## config.mk

```make
export PLATFORM = sky130hd
export DESIGN_NAME = histogram_lut_builder_flat
export DESIGN_NICKNAME = d
export VERILOG_FILES = /design/src/rtl/histogram_lut_builder_if.sv /design/src/rtl/histogram_lut_builder.sv /design/src/flat_wrapper.sv
export SDC_FILE = /design/constraint.sdc
export NUM_CORES = 1
export LEC_CHECK = 0
export BUFFER_PORTS_ARGS = -buffer_cell sky130_fd_sc_hd__buf_4
export CELL_PAD_IN_SITES_DETAIL_PLACEMENT = 0
export CELL_PAD_IN_SITES_GLOBAL_PLACEMENT = 1
export CORE_MARGIN = 1
export CORE_UTILIZATION = 25
export DETAILED_ROUTE_END_ITERATION = 8
export GPL_TIMING_DRIVEN = 0
export MAX_ROUTING_LAYER = met4
export PLACE_DENSITY = 0.5
export SETUP_SLACK_MARGIN = 0.1
export SLEW_MARGIN = 10
export SYNTH_ARGS = -nofsm -noshare
export SYNTH_HDL_FRONTEND = slang
export SYNTH_SLANG_ARGS = --single-unit
```

## constraint.sdc

```tcl
create_clock -name i_sys_clk -period 7.1 [get_ports i_sys_clk]
set_clock_uncertainty 0.2 [all_clocks]
set_input_delay 0.355 -clock i_sys_clk [delete_from_list [all_inputs] [get_ports i_sys_clk]]
set_output_delay 0.355 -clock i_sys_clk [all_outputs]
set_load 0.02 [all_outputs]
```

## src/rtl/histogram_lut_builder_if.sv

```systemverilog
// Histogram BRAM read port and LUT BRAM write port
// seen from the LUT builder (master) and the memories (slave).
interface histogram_lut_builder_if #(
    parameter int WD_BRAM_ADR = 8,
    parameter int WD_BRAM_DAT = 32,
    parameter int WD_IMG_DATA = 8
);
    logic                   m_bram_hist_enb;
    logic [WD_BRAM_ADR-1:0] m_bram_hist_addrb;
    logic [WD_BRAM_DAT-1:0] m_bram_hist_doutb;
    logic                   m_bram_lut_ena;
    logic                   m_bram_lut_wea;
    logic [WD_BRAM_ADR-1:0] m_bram_lut_addra;
    logic [WD_IMG_DATA-1:0] m_bram_lut_dina;

    modport master (
        output m_bram_hist_enb,
        output m_bram_hist_addrb,
        input  m_bram_hist_doutb,
        output m_bram_lut_ena,
        output m_bram_lut_wea,
        output m_bram_lut_addra,
        output m_bram_lut_dina
    );

    modport slave (
        input  m_bram_hist_enb,
        input  m_bram_hist_addrb,
        output m_bram_hist_doutb,
        input  m_bram_lut_ena,
        input  m_bram_lut_wea,
        input  m_bram_lut_addra,
        input  m_bram_lut_dina
    );
endinterface

```

## src/rtl/histogram_lut_builder.sv

```systemverilog
// Builds a histogram-equalization LUT at each frame end:
// sweeps the histogram, accumulates the CDF, scales it to output levels.
module histogram_lut_builder #(
    parameter int NB_BRAM_DLY = 2,
    parameter int NB_IMG_HORI = 960,
    parameter int NB_IMG_VERT = 640,
    parameter int WD_IMG_DATA = 8,
    parameter int WD_BRAM_ADR = 8,
    parameter int WD_BRAM_DAT = 32,
    parameter int WD_FRAC     = 24,
    parameter int WD_ERR_INFO = 4
) (
    input  logic                   i_sys_clk,
    input  logic                   i_sys_reset,
    input  logic                   s_img_gray_c_fsync,
    histogram_lut_builder_if.master bram,
    output logic                   m_lut_busy,
    output logic                   m_lut_done,
    output logic [WD_ERR_INFO-1:0] m_err_lut_info1
);
    localparam int NB_IMG_DATA = 2 ** WD_IMG_DATA;
    localparam int TOTAL       = NB_IMG_HORI * NB_IMG_VERT;
    localparam int WD_IMG_MAXS = $clog2(TOTAL + 1);
    localparam int WD_CDF      = WD_IMG_MAXS + WD_IMG_DATA;
    localparam int WD_K        = WD_IMG_DATA + WD_FRAC;
    localparam int WD_PRD      = WD_CDF + WD_K;
    localparam int WD_LVL      = WD_PRD - WD_FRAC;

    localparam longint unsigned K_FULL =
        (longint'(NB_IMG_DATA - 1) << WD_FRAC) / longint'(TOTAL);
    localparam logic [WD_K-1:0]        K     = WD_K'(K_FULL);
    localparam logic [WD_PRD-1:0]      HALF  = WD_PRD'(1) << (WD_FRAC - 1);
    localparam logic [WD_BRAM_ADR-1:0] LAST  = WD_BRAM_ADR'(NB_IMG_DATA - 1);
    localparam logic [WD_CDF-1:0]      CSUM  = WD_CDF'(TOTAL);
    localparam logic [WD_LVL-1:0]      LVMAX = WD_LVL'(NB_IMG_DATA - 1);

    typedef enum logic [1:0] {IDLE, READ, DRAIN, DONE} state_t;

    state_t state;
    logic   fs_q;
    logic   fall;
    logic   start;
    logic   err_busy;
    logic   err_sum;
    logic   err_sat;

    logic [NB_BRAM_DLY-1:0] sh_vld;
    logic [WD_BRAM_ADR-1:0] sh_adr [NB_BRAM_DLY];
    logic [WD_CDF-1:0]      cdf;
    logic                   s1_vld;
    logic [WD_BRAM_ADR-1:0] s1_adr;
    logic [WD_PRD-1:0]      prod;
    logic                   s2_vld;
    logic [WD_BRAM_ADR-1:0] s2_adr;
    logic [WD_LVL-1:0]      lvl;
    logic                   sat;
    logic                   unused_bits;

    assign fall  = fs_q & ~s_img_gray_c_fsync;
    assign start = fall && (state == IDLE);
    assign lvl   = prod[WD_PRD-1:WD_FRAC];
    assign sat   = lvl > LVMAX;

    assign m_lut_busy  = (state != IDLE);
    assign unused_bits = ^bram.m_bram_hist_doutb[WD_BRAM_DAT-1:WD_IMG_MAXS];

    always_comb begin
        m_err_lut_info1    = '0;
        m_err_lut_info1[0] = err_busy;
        m_err_lut_info1[1] = err_sum;
        m_err_lut_info1[2] = err_sat;
    end

    always_ff @(posedge i_sys_clk) begin
        if (i_sys_reset) begin
            state                  <= IDLE;
            fs_q                   <= 1'b0;
            bram.m_bram_hist_enb   <= 1'b0;
            bram.m_bram_hist_addrb <= '0;
            m_lut_done             <= 1'b0;
            err_busy               <= 1'b0;
            err_sum                <= 1'b0;
        end else begin
            fs_q       <= s_img_gray_c_fsync;
            m_lut_done <= 1'b0;
            // a request arriving mid-build is dropped, only flagged
            if (fall && state != IDLE) err_busy <= 1'b1;
            unique case (state)
                IDLE: begin
                    if (fall) begin
                        state                  <= READ;
                        bram.m_bram_hist_enb   <= 1'b1;
                        bram.m_bram_hist_addrb <= '0;
                    end
                end
                READ: begin
                    if (bram.m_bram_hist_addrb == LAST) begin
                        state                  <= DRAIN;
                        bram.m_bram_hist_enb   <= 1'b0;
                        bram.m_bram_hist_addrb <= '0;
                    end else begin
                        bram.m_bram_hist_addrb <=
                            bram.m_bram_hist_addrb + 1'b1;
                    end
                end
                DRAIN: begin
                    if (bram.m_bram_lut_ena &&
                        bram.m_bram_lut_addra == LAST) begin
                        state      <= DONE;
                        m_lut_done <= 1'b1;
                        if (cdf != CSUM) err_sum <= 1'b1;
                    end
                end
                DONE: begin
                    state <= IDLE;
                end
                default: begin
                    state <= IDLE;
                end
            endcase
        end
    end

    always_ff @(posedge i_sys_clk) begin
        if (i_sys_reset) begin
            sh_vld                <= '0;
            for (int i = 0; i < NB_BRAM_DLY; i++) sh_adr[i] <= '0;
            cdf                   <= '0;
            s1_vld                <= 1'b0;
            s1_adr                <= '0;
            prod                  <= '0;
            s2_vld                <= 1'b0;
            s2_adr                <= '0;
            bram.m_bram_lut_ena   <= 1'b0;
            bram.m_bram_lut_wea   <= 1'b0;
            bram.m_bram_lut_addra <= '0;
            bram.m_bram_lut_dina  <= '0;
            err_sat               <= 1'b0;
        end else begin
            // tag each read with its bin until the BRAM data returns
            sh_vld[0] <= bram.m_bram_hist_enb;
            sh_adr[0] <= bram.m_bram_hist_addrb;
            for (int i = 1; i < NB_BRAM_DLY; i++) begin
                sh_vld[i] <= sh_vld[i-1];
                sh_adr[i] <= sh_adr[i-1];
            end

            s1_vld <= sh_vld[NB_BRAM_DLY-1];
            s1_adr <= sh_adr[NB_BRAM_DLY-1];
            if (start) begin
                cdf <= '0;
            end else if (sh_vld[NB_BRAM_DLY-1]) begin
                cdf <= cdf + WD_CDF'(
                    bram.m_bram_hist_doutb[WD_IMG_MAXS-1:0]);
            end

            s2_vld <= s1_vld;
            s2_adr <= s1_adr;
            prod   <= WD_PRD'(cdf) * WD_PRD'(K) + HALF;

            bram.m_bram_lut_ena   <= s2_vld;
            bram.m_bram_lut_wea   <= s2_vld;
            bram.m_bram_lut_addra <= s2_adr;
            if (s2_vld) begin
                bram.m_bram_lut_dina <= sat ? LVMAX[WD_IMG_DATA-1:0]
                                            : lvl[WD_IMG_DATA-1:0];
                if (sat) err_sat <= 1'b1;
            end
        end
    end
endmodule

```

## src/flat_wrapper.sv

```systemverilog
// flat-port wrapper written by rule: the top's interface ports become plain ports
module histogram_lut_builder_flat 
#(
    parameter int NB_BRAM_DLY = 2,
    parameter int NB_IMG_HORI = 960,
    parameter int NB_IMG_VERT = 640,
    parameter int WD_IMG_DATA = 8,
    parameter int WD_BRAM_ADR = 8,
    parameter int WD_BRAM_DAT = 32,
    parameter int WD_FRAC     = 24,
    parameter int WD_ERR_INFO = 4
)
  (i_sys_clk, i_sys_reset, s_img_gray_c_fsync, m_lut_busy, m_lut_done, m_err_lut_info1, bram_m_bram_hist_enb, bram_m_bram_hist_addrb, bram_m_bram_hist_doutb, bram_m_bram_lut_ena, bram_m_bram_lut_wea, bram_m_bram_lut_addra, bram_m_bram_lut_dina);
  histogram_lut_builder_if #(.WD_BRAM_ADR(WD_BRAM_ADR), .WD_BRAM_DAT(WD_BRAM_DAT), .WD_IMG_DATA(WD_IMG_DATA)) bram_i ();
  input  logic i_sys_clk;
  input  logic i_sys_reset;
  input  logic s_img_gray_c_fsync;
  output logic m_lut_busy;
  output logic m_lut_done;
  output logic [WD_ERR_INFO-1:0] m_err_lut_info1;
  output wire logic [$bits(bram_i.m_bram_hist_enb)-1:0] bram_m_bram_hist_enb;
  output wire logic [$bits(bram_i.m_bram_hist_addrb)-1:0] bram_m_bram_hist_addrb;
  input wire logic [$bits(bram_i.m_bram_hist_doutb)-1:0] bram_m_bram_hist_doutb;
  output wire logic [$bits(bram_i.m_bram_lut_ena)-1:0] bram_m_bram_lut_ena;
  output wire logic [$bits(bram_i.m_bram_lut_wea)-1:0] bram_m_bram_lut_wea;
  output wire logic [$bits(bram_i.m_bram_lut_addra)-1:0] bram_m_bram_lut_addra;
  output wire logic [$bits(bram_i.m_bram_lut_dina)-1:0] bram_m_bram_lut_dina;
  assign bram_m_bram_hist_enb = bram_i.m_bram_hist_enb;
  assign bram_m_bram_hist_addrb = bram_i.m_bram_hist_addrb;
  assign bram_i.m_bram_hist_doutb = bram_m_bram_hist_doutb;
  assign bram_m_bram_lut_ena = bram_i.m_bram_lut_ena;
  assign bram_m_bram_lut_wea = bram_i.m_bram_lut_wea;
  assign bram_m_bram_lut_addra = bram_i.m_bram_lut_addra;
  assign bram_m_bram_lut_dina = bram_i.m_bram_lut_dina;
  histogram_lut_builder #(.NB_BRAM_DLY(NB_BRAM_DLY), .NB_IMG_HORI(NB_IMG_HORI), .NB_IMG_VERT(NB_IMG_VERT), .WD_IMG_DATA(WD_IMG_DATA), .WD_BRAM_ADR(WD_BRAM_ADR), .WD_BRAM_DAT(WD_BRAM_DAT), .WD_FRAC(WD_FRAC), .WD_ERR_INFO(WD_ERR_INFO)) u_core (.i_sys_clk(i_sys_clk), .i_sys_reset(i_sys_reset), .s_img_gray_c_fsync(s_img_gray_c_fsync), .bram(bram_i), .m_lut_busy(m_lut_busy), .m_lut_done(m_lut_done), .m_err_lut_info1(m_err_lut_info1));
endmodule
```

======== Word-level counts from Yosys, hierarchy flattened ========
Memories as Yosys holds them, arrays and structs flattened. A register that Yosys moved wholly into a read port is not among the register bits.
Index checks and enable logic that the tools add are counted.
operators by class
  shift operators ......................... 0
  add/sub/neg operators ................... 3
  magnitude comparators ................... 1
  div/mod/pow operators ................... 0
  multiplexer cells ....................... 17
  $mul .................................... 1
  reductions and logical operators ........ 13
  eq/ne operators ......................... 9
  bitwise gates (word level) .............. 5
operator list
  cell                      count
  $add A41 B24 Y42 const B  1
  $mul A28 B13 Y41 const B  1
  $mux W8                   5
  $gt A36 B8 Y1 const B     1
  $add A28 B20 Y28          1
  $ne A28 B20 Y1 const B    1
  $eq A8 B8 Y1 const B      2
  $pmux W8 S2               1
  $reduce_and A3 Y1         3
  $add A8 B1 Y8 const B     1
  $pmux W2 S4               1
  $mux W1                   6
  $mux W2                   3
  $ne A2 B1 Y1 const B      3
  $eq A2 B2 Y1 const B      2
  $reduce_and A2 Y1         2
  $reduce_bool A2 Y1        2
  $reduce_or A2 Y1          2
  $logic_and A1 B1 Y1       3
  $eq A2 B1 Y1 const B      1
  $logic_not A2 Y1          1
  $not A1 Y1                2
  $or A1 B1 Y1              2
  $pmux W1 S2               1
  $and A1 B1 Y1             1
word-level totals
  output and inout port bits .............. 33
  bits in writable memories ............... 16
  memories ................................ 1
  input bits .............................. 35
  logic and storage cells ................. 67
  bits in read-only memories .............. 0
  bits in latches ......................... 0
  flip-flop bits (word level) ............. 133
memory list
  memory         words  bits a word  rd ports  clocked after memory_dff  wr ports  RTL line                     text
  u_core.sh_adr  2      8            2         1                         2         histogram_lut_builder.sv:48  logic [WD_BRAM_ADR-1:0] sh_adr [NB_BRAM_DLY];

======== Logic depth before layout (Yosys ltp) ========
  depth in word-level cells ............... 4
  mapped depth ............................ 22
  gate-level depth less buffers ........... 21

======== Worst setup path after synthesis ========
OpenSTA, ideal clock, no wires.
  kind .................................... flip-flop to flip-flop
  start point ............................. reg u_core.cdf[12]
  end point ............................... reg u_core.prod[39]
  slack ................................... 1.641 ns
  data arrival time ....................... 5.132 ns
  period minus slack after synthesis ...... 5.459 ns
  buffers on the path ..................... 1
  stages on the path, launching flop included .. 23
  library setup time ...................... 0.128 ns
  data required time ...................... 6.772 ns
  path through ............................ dfxtp_1 inv_1 ha_1 inv_1 fa_1 inv_1 fa_1 inv_1 fa_1 inv_1 fa_1 inv_1 ha_1 ha_1 buf_2 a21oi_1 o21ai_0 nor3_1 a31oi_1 a311oi_1 o221ai_1 xnor2_1 nor2_1
on the way
  cells in the longest elaborated chain, start to end .. 2
RTL lines
  what                    RTL line                      text
  from (decl)             histogram_lut_builder.sv:49   logic [WD_CDF-1:0] cdf;
  from (signal assigned)  histogram_lut_builder.sv:153  cdf <= cdf + WD_CDF'(
  $mul A28 B13 Y41        histogram_lut_builder.sv:159  prod <= WD_PRD'(cdf) * WD_PRD'(K) + HALF;
  $add A41 B24 Y42        histogram_lut_builder.sv:159
  to (signal assigned)    histogram_lut_builder.sv:159
  to (decl)               histogram_lut_builder.sv:52   logic [WD_PRD-1:0] prod;
Every way passes these cells.
A chain may end at the register's enable or synchronous reset.

======== Worst setup path in the final report ========
  start point ............................. reg u_core.cdf[15]
  end point ............................... reg u_core.prod[38]
Same word-level chain as after synthesis.

==> flow_summary_export.csv <==
group,metric,value,unit
floorplanning,start_util,25.3,%
critical_path,crit_fanout,5,
floorplanning,fp.coreArea,46600,sq um
synthesis,ys_seq_area_share,19.5,%
clocking,clk_latency,0.43,ns
critical_path,reg2reg_slack,0.60,ns
timing,max_freq,154,MHz
route,ant_nets,0,
cells_and_area,final_common_cell,"inv_1",
grt,antenna_found_initial,0,
synthesis,synth.distinct_cells,60,
cells_and_area,final_cell_mix,"inv_1, ha_1, fa_1",
timing,setup_viol,0,
clocking,clock_path_buffers,2,
flow_run,maxCapViolations,0,
synthesis,postSynth.asyncResetShare,0,%
grt,grt_pass1_wl,48900,microns
floorplanning,die-area,48000,sq um
critical_path,critPathLaunchType,"register",
synthesis,synth_fp_nets,1623,
cells_and_area,final_core_util,29.2,%
synthesis,avgSynthCellArea,9.31,sq um
clocking,root_buffer,"clkbuf_16",
floorplanning,row_count,79,
min_path,hold_path_startpoint,"bram_m_bram_hist_doutb[0]",
critical_path,reg2reg_from,"u_core.cdf[15]",
critical_path,crit_path_max_incr_delay,0.82,ns
route,first_pass_iters,4,
critical_path,cp-end-kind,"register",
place,gp_congestion,0.809,
floorplanning,die_y,219,microns
place,io_buffers,53,
critical_path,required,7.20,ns
grt,grt_max_degree,17,
clocking,clock-sinks,115,
min_path,holdCritPathClass,"in -> reg",
critical_path,cp_common_cell,"fa_1",
pwr,fin_total_pwr,2.32,mW
timing,period_needed,6.50,ns
pwr,power.density,171,nW/um^2
critical_path,cp_cell_sequence,"inv_1 > ha_1 > fa_1 > inv_1 > fa_1 > fa_1 > inv_1 > fa_1 > inv_1 > fa_1 > ha_1 > and3_1 > nand3_1 > a311oi_1 > o21ai_0 > a31oi_1 > xnor2_1 > nor2_1",
grt,overflow,0,
synthesis,ys.flop_type,"dfxtp_1",
floorplanning,ios,68,
min_path,worstHoldPathCells,4,
cells_and_area,drive_gt1_share,8.14,%
synthesis,ys_warn_count,0,
grt,grt_use_total,13.7,%
grt,grt_pass1_vias,8938,
clocking,cts_made_buffers,17,
synthesis,syn_area,11800,sq um
route,drt-vias-per-instance,4.37,
floorplanning,dieWidth,219,microns
critical_path,arrival,6.61,ns
timing,rsz0062_at_grt,"no",
timing,fin_crit_sh,91.6,%
route,drc,0,
cells_and_area,fin_nets,1696,
synthesis,netlist_instances,1266,
timing,maxSlewViolCount,0,
cells_and_area,finalInstanceArea,13600,sq um
timing,hold_violations,0,
pwr,leakagePower,6.71,nW
critical_path,r2r_end,"u_core.prod[38]",
place,placed_cell_area,12900,sq um
timing,worst_slew_pin_slew,1.02,ns
clocking,post-cts-setup-buffers,0,
route,initialDrtViolationCount,345,
cells_and_area,area_growth,15.4,%
pwr,irDropWorstVdd,0.125,mV
synthesis,ys_ff_latch,115,
clocking,tritoncts,"done",
synthesis,synth_edf_count,0,
timing,tns,0,ns
clocking,cts.reportedPaths.clkPinSlew,0.06,ns
cells_and_area,diodes,0,
route,wirelength,30000,microns
critical_path,r2r_cells,18,
route,post_drt_wl_per_cell,15.3,microns
route,vias,8567,
critical_path,cpMaxStageDelayCell,"a311oi_1",
critical_path,critical_path_class,"reg -> reg",
timing,relSlewSlack,31.9,%
clocking,htree_levels,4,
place,dp_hpwl,25800,microns
status,status,"finished, final reports clean",
min_path,hold_end,"u_core.cdf[0]",
-- how the worst max path moves through the flow --
stage	start	end	slack [ns]	cells after the start
floorplan	u_core.cdf[12]	u_core.prod[39]	1.64	22
global placement	u_core.cdf[12]	u_core.prod[39]	0.66	22
detailed placement	u_core.cdf[12]	u_core.prod[39]	0.71	22
CTS	u_core.cdf[12]	u_core.prod[39]	0.68	22
global route	u_core.cdf[12]	u_core.prod[39]	0.32	22
finish	u_core.cdf[15]	u_core.prod[38]	0.60	18
-- routing by layer --
| metal | vias up | GRT usage [%] | share of wire, % | wire length [microns] |
|---|---|---|---|---|
| li1 | 4251 | - | - | - |
| met1 | 4201 | 18.0 | 48 | 14400 |
| met2 | 97 | 21.9 | 48 | 14400 |
| met3 | 18 | 2.30 | 2.9 | 883 |
| met4 | 0 | 2.96 | 1.1 | 318 |
| met5 | - | - | 0 | 0 |
-- power by group --
group	switching, mW	internal (mW)
combinational	0.424	0.265
sequential	0.0253	0.674
clock	0.325	0.611
-- kinds of logic (layout without fill, tap and decap cells) --
logic type | count (synthesis) | after routing | synth area share [%]
AOI/OAI and AO/OA | 206 | 206 | 11.2
xor gates and xnor gates | 48 | 48 | 3.57
adders and majority gates | 322 | 322 | 43.3
buffers and inverters | 291 | 377 | 9.82
DFF | 115 | 115 | 19.5
muxes | 12 | 12 | 1.03
other | 1 | 1 | 0.0318
and+or+nand+nor | 271 | 271 | 11.5
-- synthesized netlist by cell type (all sizes together), types with 2 or more instances --
library cell	number	area share, %
a211o	2	0.15
a211oi	16	1.1
a21boi	3	0.19
a21o	19	1.2
a21oi	64	2.8
a311oi	3	0.22
a31oi	12	0.76
and3	9	0.49
buf	15	0.86
clkbuf	19	0.78
dfxtp	115	20
fa	143	24
ha	179	19
inv	257	8.2
mux2i	11	0.93
nand2	45	1.4
nand2b	10	0.53
nand3	15	0.64
nand3b	2	0.13
nand4	31	1.6
nor2	84	2.7
nor2b	51	2.7
nor3	11	0.47
nor4	2	0.11
o211ai	6	0.38
o21a	7	0.45
o21ai	49	2.1
o21bai	7	0.45
o221ai	3	0.22
o22ai	2	0.11
o31ai	5	0.32
or2	2	0.11
or3	5	0.27
or4	2	0.13
xnor2	32	2.4
xor2	16	1.2
-- stage by stage --
step,worst slack [ns],hold slack (ns),cells
2_1_floorplan,1.64,0.214,1266
3_3_place_gp,0.661,0.216,1926
3_5_place_dp,0.715,0.224,1926
4_1_cts,0.684,0.0811,1959
5_1_grt,0.316,0.119,1959
6_report,0.596,0.104,1959
-- sequential cells by signal, indices dropped and copies added, names as in the netlist, 2 cells and up --
| register | count |
|---|---|
| u_core.sh_adr | 16 |
| u_core.sh_vld | 2 |
| u_core.bram.m_bram_hist_addrb | 8 |
| u_core.prod | 18 |
| u_core.state | 2 |
| u_core.bram.m_bram_lut_addra | 8 |
| u_core.s2_adr | 8 |
| u_core.bram.m_bram_lut_dina | 8 |
| u_core.s1_adr | 8 |
| u_core.cdf | 28 |
-- critical path, delay by kind of cell (launching register included) --
kind	cells	cell delay [ns]
buffers and inverters	4	0.24
AOI/OAI and AO/OA	3	1.42
and+or+nand+nor	3	0.50
DFF	1	0.45
adders and majority gates	7	3.41
xor gates and xnor gates	1	0.16
-- what timing repair did --
item / in CTS / in global routing
resized for setup: 0 / 0
endpoints found under the setup margin: 0 / 0
hold buffers: 1 / 0
hold endpoints to repair: 1 / 0
-- final cells by class --
type | count | area (sq um)
sequential | 115 | 2300
tap | 607 | 759
clock buffer | 19 | 453
timing repair buffer | 54 | 408
multi-input combinational | 860 | 8320
clock inverter | 13 | 196
inverter | 257 | 965
buffer | 34 | 193
fill | 4997 | 33000
Note: power is estimated with default switching activity, not from simulation.
